### config.mk
export PLATFORM = sky130hd
export DESIGN_NAME = vector_pack_stream
export DESIGN_NICKNAME = d
export VERILOG_FILES = /design/src/rtl/vector_pack_stream.sv
export SDC_FILE = /design/constraint.sdc
export NUM_CORES = 1
export LEC_CHECK = 0
export CAP_MARGIN = 10
export CORE_MARGIN = 2
export CORE_UTILIZATION = 45
export DETAILED_ROUTE_END_ITERATION = 8
export HOLD_SLACK_MARGIN = 0.15
export PLACE_DENSITY_LB_ADDON = 0.12
export SLEW_MARGIN = 40
export SYNTH_ARGS = -nofsm -noshare
export SYNTH_HDL_FRONTEND = slang
export SYNTH_SLANG_ARGS = --single-unit
### constraint.sdc
create_clock -name clk -period 10.9 [get_ports clk]
set_input_delay 1.635 -clock clk [delete_from_list [all_inputs] [get_ports clk]]
set_output_delay 1.635 -clock clk [all_outputs]
set_load 0.02 [all_outputs]
### src/rtl/vector_pack_stream.sv
// -----------------------------------------------------------------------------
// vector_pack_stream
//
// Byte-serial front end for the vector dot-product engine. A framed stream of
// ELEM_W-bit elements arrives over a valid/ready handshake. Each frame of
// exactly 2*N_ELEM bytes is assembled into two packed vectors:
//   bytes 0..N_ELEM-1          -> vector1 elements 0..N_ELEM-1
//   bytes N_ELEM..2*N_ELEM-1   -> vector2 elements 0..N_ELEM-1
// Up to two completed frames are held in a ping-pong buffer. They are
// presented downstream over a second valid/ready handshake. A frame whose
// in_last does not line up with its final byte is discarded and flagged.
//
// Ports
//   clk        in   rising-edge clock
//   reset      in   asynchronous, active-high reset
//   in_data    in   element byte (ELEM_W bits)
//   in_valid   in   in_data / in_last valid
//   in_last    in   final byte of a frame
//   in_ready   out  a byte can be accepted
//   vector1    out  packed first vector, element k at [ELEM_W*k +: ELEM_W]
//   vector2    out  packed second vector, same packing
//   out_valid  out  a completed frame is presented
//   out_ready  in   downstream takes the presented frame
//   frame_err  out  one-cycle pulse after a frame is discarded
//   err_count  out  saturating count of discarded frames
// -----------------------------------------------------------------------------
module vector_pack_stream #(
  parameter int N_ELEM = 10,
  parameter int ELEM_W = 8
) (
  input  logic                     clk,
  input  logic                     reset,
  input  logic [ELEM_W-1:0]        in_data,
  input  logic                     in_valid,
  input  logic                     in_last,
  output logic                     in_ready,
  output logic [N_ELEM*ELEM_W-1:0] vector1,
  output logic [N_ELEM*ELEM_W-1:0] vector2,
  output logic                     out_valid,
  input  logic                     out_ready,
  output logic                     frame_err,
  output logic [7:0]               err_count
);

  localparam int FRAME_LEN = 2 * N_ELEM;
  localparam int CNT_W     = (FRAME_LEN > 1) ? $clog2(FRAME_LEN) : 1;
  localparam logic [CNT_W-1:0] LAST_IDX = CNT_W'(FRAME_LEN - 1);

  // ---------------------------------------------------------------------------
  // Control state
  // ---------------------------------------------------------------------------
  logic [CNT_W-1:0] wcnt;       // byte position within the frame being filled
  logic [1:0]       occ;        // number of committed slots (0..2)
  logic             wptr;       // slot currently being filled
  logic             rptr;       // oldest committed slot

  logic accept;                 // byte handshake this cycle
  logic at_last_idx;            // current byte is the frame's final position
  logic commit;                 // well-formed frame completes this cycle
  logic discard;                // malformed frame detected this cycle
  logic pop;                    // downstream takes the presented frame
  logic show_slot;              // slot driven onto vector1/vector2

  assign in_ready    = (occ < 2'd2) && !reset;
  assign accept      = in_valid && in_ready;
  assign at_last_idx = (wcnt == LAST_IDX);
  assign commit      = accept && at_last_idx && in_last;
  // Malformed when in_last disagrees with the position: early last
  // (in_last before the final byte) or missing last (final byte without it).
  assign discard     = accept && (at_last_idx != in_last);

  assign out_valid   = (occ != 2'd0);
  assign pop         = out_valid && out_ready;

  always_ff @(posedge clk or posedge reset) begin
    if (reset) begin
      wcnt      <= '0;
      occ       <= 2'd0;
      wptr      <= 1'b0;
      rptr      <= 1'b0;
      frame_err <= 1'b0;
      err_count <= 8'd0;
    end else begin
      // Both a commit and a discard restart the byte position.
      if (accept) begin
        wcnt <= (at_last_idx || in_last) ? '0 : wcnt + 1'b1;
      end
      if (commit) begin
        wptr <= ~wptr;
      end
      if (pop) begin
        rptr <= ~rptr;
      end
      // Commit and pop in the same cycle cancel out. A commit at occ == 2 is
      // impossible because in_ready is low there.
      occ       <= occ + {1'b0, commit} - {1'b0, pop};
      frame_err <= discard;
      if (discard && (err_count != 8'hFF)) begin
        err_count <= err_count + 8'd1;
      end
    end
  end

  // ---------------------------------------------------------------------------
  // Frame storage: two slots of FRAME_LEN bytes each.
  // These are plain registers, not a RAM. Reset must clear every slot, and
  // all 2*N_ELEM bytes of the presented slot are read in parallel.
  // ---------------------------------------------------------------------------
  logic [ELEM_W-1:0] slot_mem [2][FRAME_LEN];
  logic              wr_en    [2][FRAME_LEN];

  // Every accepted byte is written into the fill slot, even on a frame that
  // later turns out malformed. That slot is never shown and is not committed,
  // and the next frame overwrites every byte before its commit.
  for (genvar gs = 0; gs < 2; gs++) begin : g_slot_we
    for (genvar gb = 0; gb < FRAME_LEN; gb++) begin : g_byte_we
      assign wr_en[gs][gb] = accept && (wptr == 1'(gs)) && (wcnt == CNT_W'(gb));
    end
  end

  always_ff @(posedge clk or posedge reset) begin
    if (reset) begin
      for (int s = 0; s < 2; s++) begin
        for (int b = 0; b < FRAME_LEN; b++) begin
          slot_mem[s][b] <= '0;
        end
      end
    end else begin
      for (int s = 0; s < 2; s++) begin
        for (int b = 0; b < FRAME_LEN; b++) begin
          if (wr_en[s][b]) begin
            slot_mem[s][b] <= in_data;
          end
        end
      end
    end
  end

  // ---------------------------------------------------------------------------
  // Output selection
  // With frames buffered, show the oldest committed slot (rptr). While the
  // buffer is empty, wptr == rptr and that slot may be filling. The other
  // slot holds the frame popped last (zero after reset), so show that one.
  // The slot being filled therefore never reaches the outputs.
  // ---------------------------------------------------------------------------
  assign show_slot = out_valid ? rptr : ~rptr;

  for (genvar gk = 0; gk < N_ELEM; gk++) begin : g_unpack
    assign vector1[ELEM_W*gk +: ELEM_W] = slot_mem[show_slot][gk];
    assign vector2[ELEM_W*gk +: ELEM_W] = slot_mem[show_slot][N_ELEM + gk];
  end

endmodule

==> Word-level counts from Yosys, hierarchy flattened <==
Cells that the tools add are included.
{ "classes": {"add_sub_neg": 4, "order_cmp": 2, "eq_ne": 21, "muxes": 5, "n_bitwise": 3, "n_reduce_logical": 53} }
{ "ops": {"columns": ["cell", "n"], "rows": [
  ["$mux 160", 3],
  ["$logic_and 1x1->1", 49],
  ["$eq 5x4->1 const B", 8],
  ["$eq 5x3->1 const B", 4],
  ["$eq 5x5->1 const B", 4],
  ["$eq 5x2->1 const B", 2],
  ["$add 8x1->8 const B", 1],
  ["$ne 8x8->1 const B", 1],
  ["$add 5x1->5 const B", 1],
  ["$eq 5x1->1 const B", 1],
  ["$logic_not 5->1", 1],
  ["$mux 5", 1],
  ["$add 2x1->2", 1],
  ["$ge 2x2->1 const B", 1],
  ["$lt 2x2->1 const B", 1],
  ["$not 1->1", 2],
  ["$not 1->2", 1],
  ["$reduce_bool 2->1", 1],
  ["$sub 2x1->2", 1],
  ["$logic_not 1->1", 1],
  ["$logic_or 1x1->1", 1],
  ["$mux 1", 1],
  ["$ne 1x1->1", 1]
]} }
{ "word_totals": {"register_bits": 338, "output_inout_bits": 171, "word_cells": 134} }

==> Logic depth before layout (Yosys ltp) <==
{ "logic_depth": {"depth_word": 7, "mapped_depth": 9, "ltp_nobuf": 7} }

==> Worst setup path after synthesis <==
OpenSTA, ideal clock, no wires.
{ "synth_path": {"kind": "input -> output", "start": "input port reset", "end": "output port in_ready", "t_arrival_ns": 2.281, "required_ns": 9.265, "slack_ns": 6.984, "cell_stages": 2, "cell_sequence": "buf_2 -> nor2_1"} }
{ "synth_between": {"elab_chain_len": 2} }
{ "synth_lines": {"columns": ["item", "line", "rtl"], "rows": [
  ["start: declaration", "32", "input logic reset,"],
  ["$logic_not 1->1 (no line)", null, null],
  ["$logic_and 1x1->1", "64", "assign in_ready = (occ < 2'd2) && !reset;"],
  ["end: declaration", "36", "output logic in_ready,"]
]} }
Every way passes these cells.

==> Final worst setup path <==
{ "layout_path": {"start": "register occ[1]", "end": "output port vector1[31]"} }
{ "layout_between": {"elab_chain_len": 6} }
{ "layout_lines": {"columns": ["item", "line", "rtl"], "rows": [
  ["start: declaration", "53", "logic [1:0] occ;"],
  ["start signal: assignment", "96", "occ <= occ + {1'b0, commit} - {1'b0, pop};"],
  ["$reduce_bool 2->1", "72", "assign out_valid = (occ != 2'd0);"],
  ["$mux 1", "146", "assign show_slot = out_valid ? rptr : ~rptr;"],
  ["$not 1->2 (not written as such)", "149", "assign vector1[ELEM_W*gk +: ELEM_W] = slot_mem[show_slot][gk];"],
  ["$mux 160 (3 in series)", null, null],
  ["end: declaration", "37", "output logic [N_ELEM*ELEM_W-1:0] vector1,"]
]} }
Every way passes these cells. The select of a mux whose other input is x is not followed.

==> results.md <==
- Max Clock Freq: 185.2 MHz
- Data required time at the worst endpoint: 9.27 ns
- Startpoint of the worst hold path: slot_mem[74]
- Area of the multi-input gates: 6384 um2
- R2r startpoint: wcnt[3]
- Number of hold-repair buffers added at the cts stage: 0
- Total setup violations reported at the end of the flow: 0
- Area of the die: 35110 um2
- PortBufs: 183
- Antenna diodes: 0
- GPL Wtd Cong: 0.8002
- Cell types with the highest counts after synthesis: 483 x sky130_fd_sc_hd__mux2_2, 338 x sky130_fd_sc_hd__dfrtp_1, 40 x sky130_fd_sc_hd__clkbuf_1
- Violation count after the first detailed-routing iteration: 412
- Most numerous cell in the Yosys netlist: sky130_fd_sc_hd__mux2_2
- FP Rows: 67
- Setup crit end kind: output pin
- Die X: 187.4 um
- Total CTS buffers: 37
- Area of the core: 33280 um2
- Crit Path Class: flop to output pin
- Part of the power in the clock network: 28.7%
- Async set-or-reset flop fraction in the synthesized netlist: 100.0%
- Delay contributed by the slowest stage of the critical path: 0.56 ns
- Reported net switching power: 1317 uW
- Largest cells by area after synthesis: sky130_fd_sc_hd__dfrtp_1 56%, sky130_fd_sc_hd__mux2_2 36%, sky130_fd_sc_hd__clkbuf_1 0.99%, sky130_fd_sc_hd__buf_2 0.86%, sky130_fd_sc_hd__ha_1 0.74%
- Worst slew margin: 49.55%
- Biggest fanout along the worst timing path: 62
- Pwr/cell area: 224.4 nW/um2
- Period minus WS final: 5.401 ns
- Filler cell count in the final layout: 2776
- H-tree levels: 2
- Min-Delay Path Class: flop to flop
- Layout-stage area growth over the synthesis result: 22.57%
- Cell at the root of the clock tree: sky130_fd_sc_hd__clkbuf_16
- Internal power consumption: 2844 uW
- Transition at the pin with the smallest max-transition slack: 0.7567 ns
- Startpoint class of the critical path: flop
- Proportion of synthesized chip area in sequential cells: 55.90%
- Slowest CP cell: sky130_fd_sc_hd__dfrtp_1
- Sequential Area: 8458 um2
- Antenna-violating nets left: 0
- Clk sink count: 338
- Top Ports: 184
- Syn Inst Count: 1019
- Final WL: 35.44 mm
- Setup repair after global routing missed its margin: no
- Vert. Die Dim: 187.4 um
- Number of maximum-capacitance constraint violations: 0
- Clock skew: 0.01989 ns
- Overall track demand over capacity in global routing: 20.24%
- Maximum number of pins on one net before global-route repair: 85
- Number of antenna violations at the first check in global routing: 2
- Placed cell count: 1589
- Period utilisation layout: 49.55%
- IR Drop Worst-Case VDD: 0.2250 mV
- Register share of total power: 37.1%
- Clock tree from TritonCTS: built
- Final HPWL DP: 21.80 mm
- Static leakage: 0.008979 uW
- Post-synthesis area per instance: 14.85 um2
- Signal arrival time at the worst endpoint: 3.77 ns
- Most instantiated flip-flop cell in the synthesis netlist: sky130_fd_sc_hd__dfrtp_1
- Post-CTS sizing: 0
- First-pass DRT Iterations: 4
- Clock transition at the registers of the reported paths: 0.06 ns
- Layout cells sized above 1: 47.92%
- Total global routing overflow: 0
- Run status: completed
- Maximum clock path buffer count: 3
- Number of hold violations in the final report: 0
- Fraction of power spent switching nets: 31.65%
- Nets in the synthesized netlist: 1041
- Number of enable-type register cells in the synthesized netlist: 0
- Final cell count without fillers: 1652
- Flops & latches, synth: 338
- Netlist cell types: 42
- Final sum of negative setup slack: 0 ns
- Launch point of the critical path: occ[1]
- Combinational share of power: 34.2%
- Via total after detailed routing: 8876
- Global-route wire length before repair: 55.06 mm
- Residual DRC: 0
- Synth warn: 0
- Critical path cell sequence: or2_2 > xor2_4 > buf_8 > buf_6 > mux2_2 > clkdlybuf4s50_1
- Number of global-route vias before repair: 9182
- Combined area of all synthesized cells: 15130 um2
- Fin nets: 1202
- Initial core utilization: 45.46%
- Routed wire per std cell: 21.45 um
- Avg Vias per Cell: 5.373
- Post-CTS setup buffer count: 0
- Synth area leader: sky130_fd_sc_hd__dfrtp_1
- Count of pins over their slew limit: 0
- Clock latency of the later-clocked register in the worst-skew pair: 0.52 ns
- Fraction of post-synthesis cell area in the top cell type by area: 55.90%
==> power groups by stage <==
stage	clock network (uW)	logic, uW	registers [uW]
global placement	0	1420	1550
floorplan	0	979	1520
detailed placement	0	1440	1560
CTS	1230	1440	1540
finish	1200	1420	1540
global route	1290	1510	1560
==> critical path: cells and delay by family (launching register included) <==
kind                   cells  cell delay, ns
flip-flops                 1            0.56
buffers and inverters      3            1.27
multiplexers               1            0.43
AND/OR/NAND/NOR            1            0.43
XOR/XNOR                   1            0.47
==> through the flow <==
stage	cell area, um2	utilization [%]	power, uW	setup slack, ns	hold slack, ns
2_1_floorplan	15130	-	2498	4.532	0.4585
3_3_place_gp	17270	51.90	2971	5.616	0.4681
3_5_place_dp	17380	52.22	2999	5.682	0.4774
4_1_cts	18530	55.69	4212	5.495	0.4902
5_1_grt	18550	55.72	4361	5.351	0.4987
6_report	18550	55.72	4161	5.499	0.4888
==> layout make-up <==
type	instances	area share [%]
sequential	338	45.61
multi-input combinational	603	34.42
timing repair buffer	192	10.53
clock buffer	54	5.836
tap	448	3.023
clock inverter	9	0.3981
inverter	8	0.1822
==> logic make-up (layout without fill, tap and decap cells) <==
logic type | after synthesis | in the layout | synth area share [%]
AOI/OAI and AO/OA | 13 | 13 | 0.5127
xor gates and xnor gates | 6 | 6 | 0.3473
adders and majority gates | 9 | 9 | 0.7442
buffers and inverters | 78 | 263 | 2.183
DFF | 338 | 338 | 55.90
muxes | 485 | 485 | 36.10
and+or+nand+nor | 90 | 90 | 4.217
==> path summary, 6_finish.rpt <==
path | to | slack (ns) | cells after the start
min | slot_mem[74] | 0.49 | 1
max | vector1[31] | 5.50 | 6
max in group asynchronous | slot_mem[137] | 7.52 | 4
min reg2reg | slot_mem[74] | 0.49 | 1
min in group asynchronous | occ[0] | 2.00 | 3
max reg2reg | err_count[1] | 8.10 | 7
==> registers in the layout, summed over array words and instances, names as in the netlist <==
signal and flops:
err_count 8, wcnt 5, occ 2, wptr 1, rptr 1, frame_err 1, slot_mem 320
==> per-layer routing <==
layer  part of all wire (%)  track usage [%]  wire length, um
met1                     47            29.00            16650
met2                     46            31.84            16380
met3                    4.2            3.433             1499
met4                    2.5            5.815              880
met5                  0.087                0               31
==> layout by cell type (no fill, tap or decap), types with 4 or more instances in the layout <==
cell and instances:
sky130_fd_sc_hd__and4b_1 4, sky130_fd_sc_hd__buf_4 10, sky130_fd_sc_hd__clkbuf_1 10, sky130_fd_sc_hd__clkbuf_16 39, sky130_fd_sc_hd__clkbuf_8 6, sky130_fd_sc_hd__clkdlybuf4s50_1 175
sky130_fd_sc_hd__clkinv_2 7, sky130_fd_sc_hd__dfrtp_1 338, sky130_fd_sc_hd__ha_1 9, sky130_fd_sc_hd__inv_1 7, sky130_fd_sc_hd__mux2_2 483, sky130_fd_sc_hd__nand2_1 12
sky130_fd_sc_hd__nand3_1 17, sky130_fd_sc_hd__nand3_2 9, sky130_fd_sc_hd__nand4_1 15, sky130_fd_sc_hd__nor2b_1 4, sky130_fd_sc_hd__o21ai_0 7, sky130_fd_sc_hd__xnor2_1 4
No activity file was read; power rests on OpenSTA's default activity.
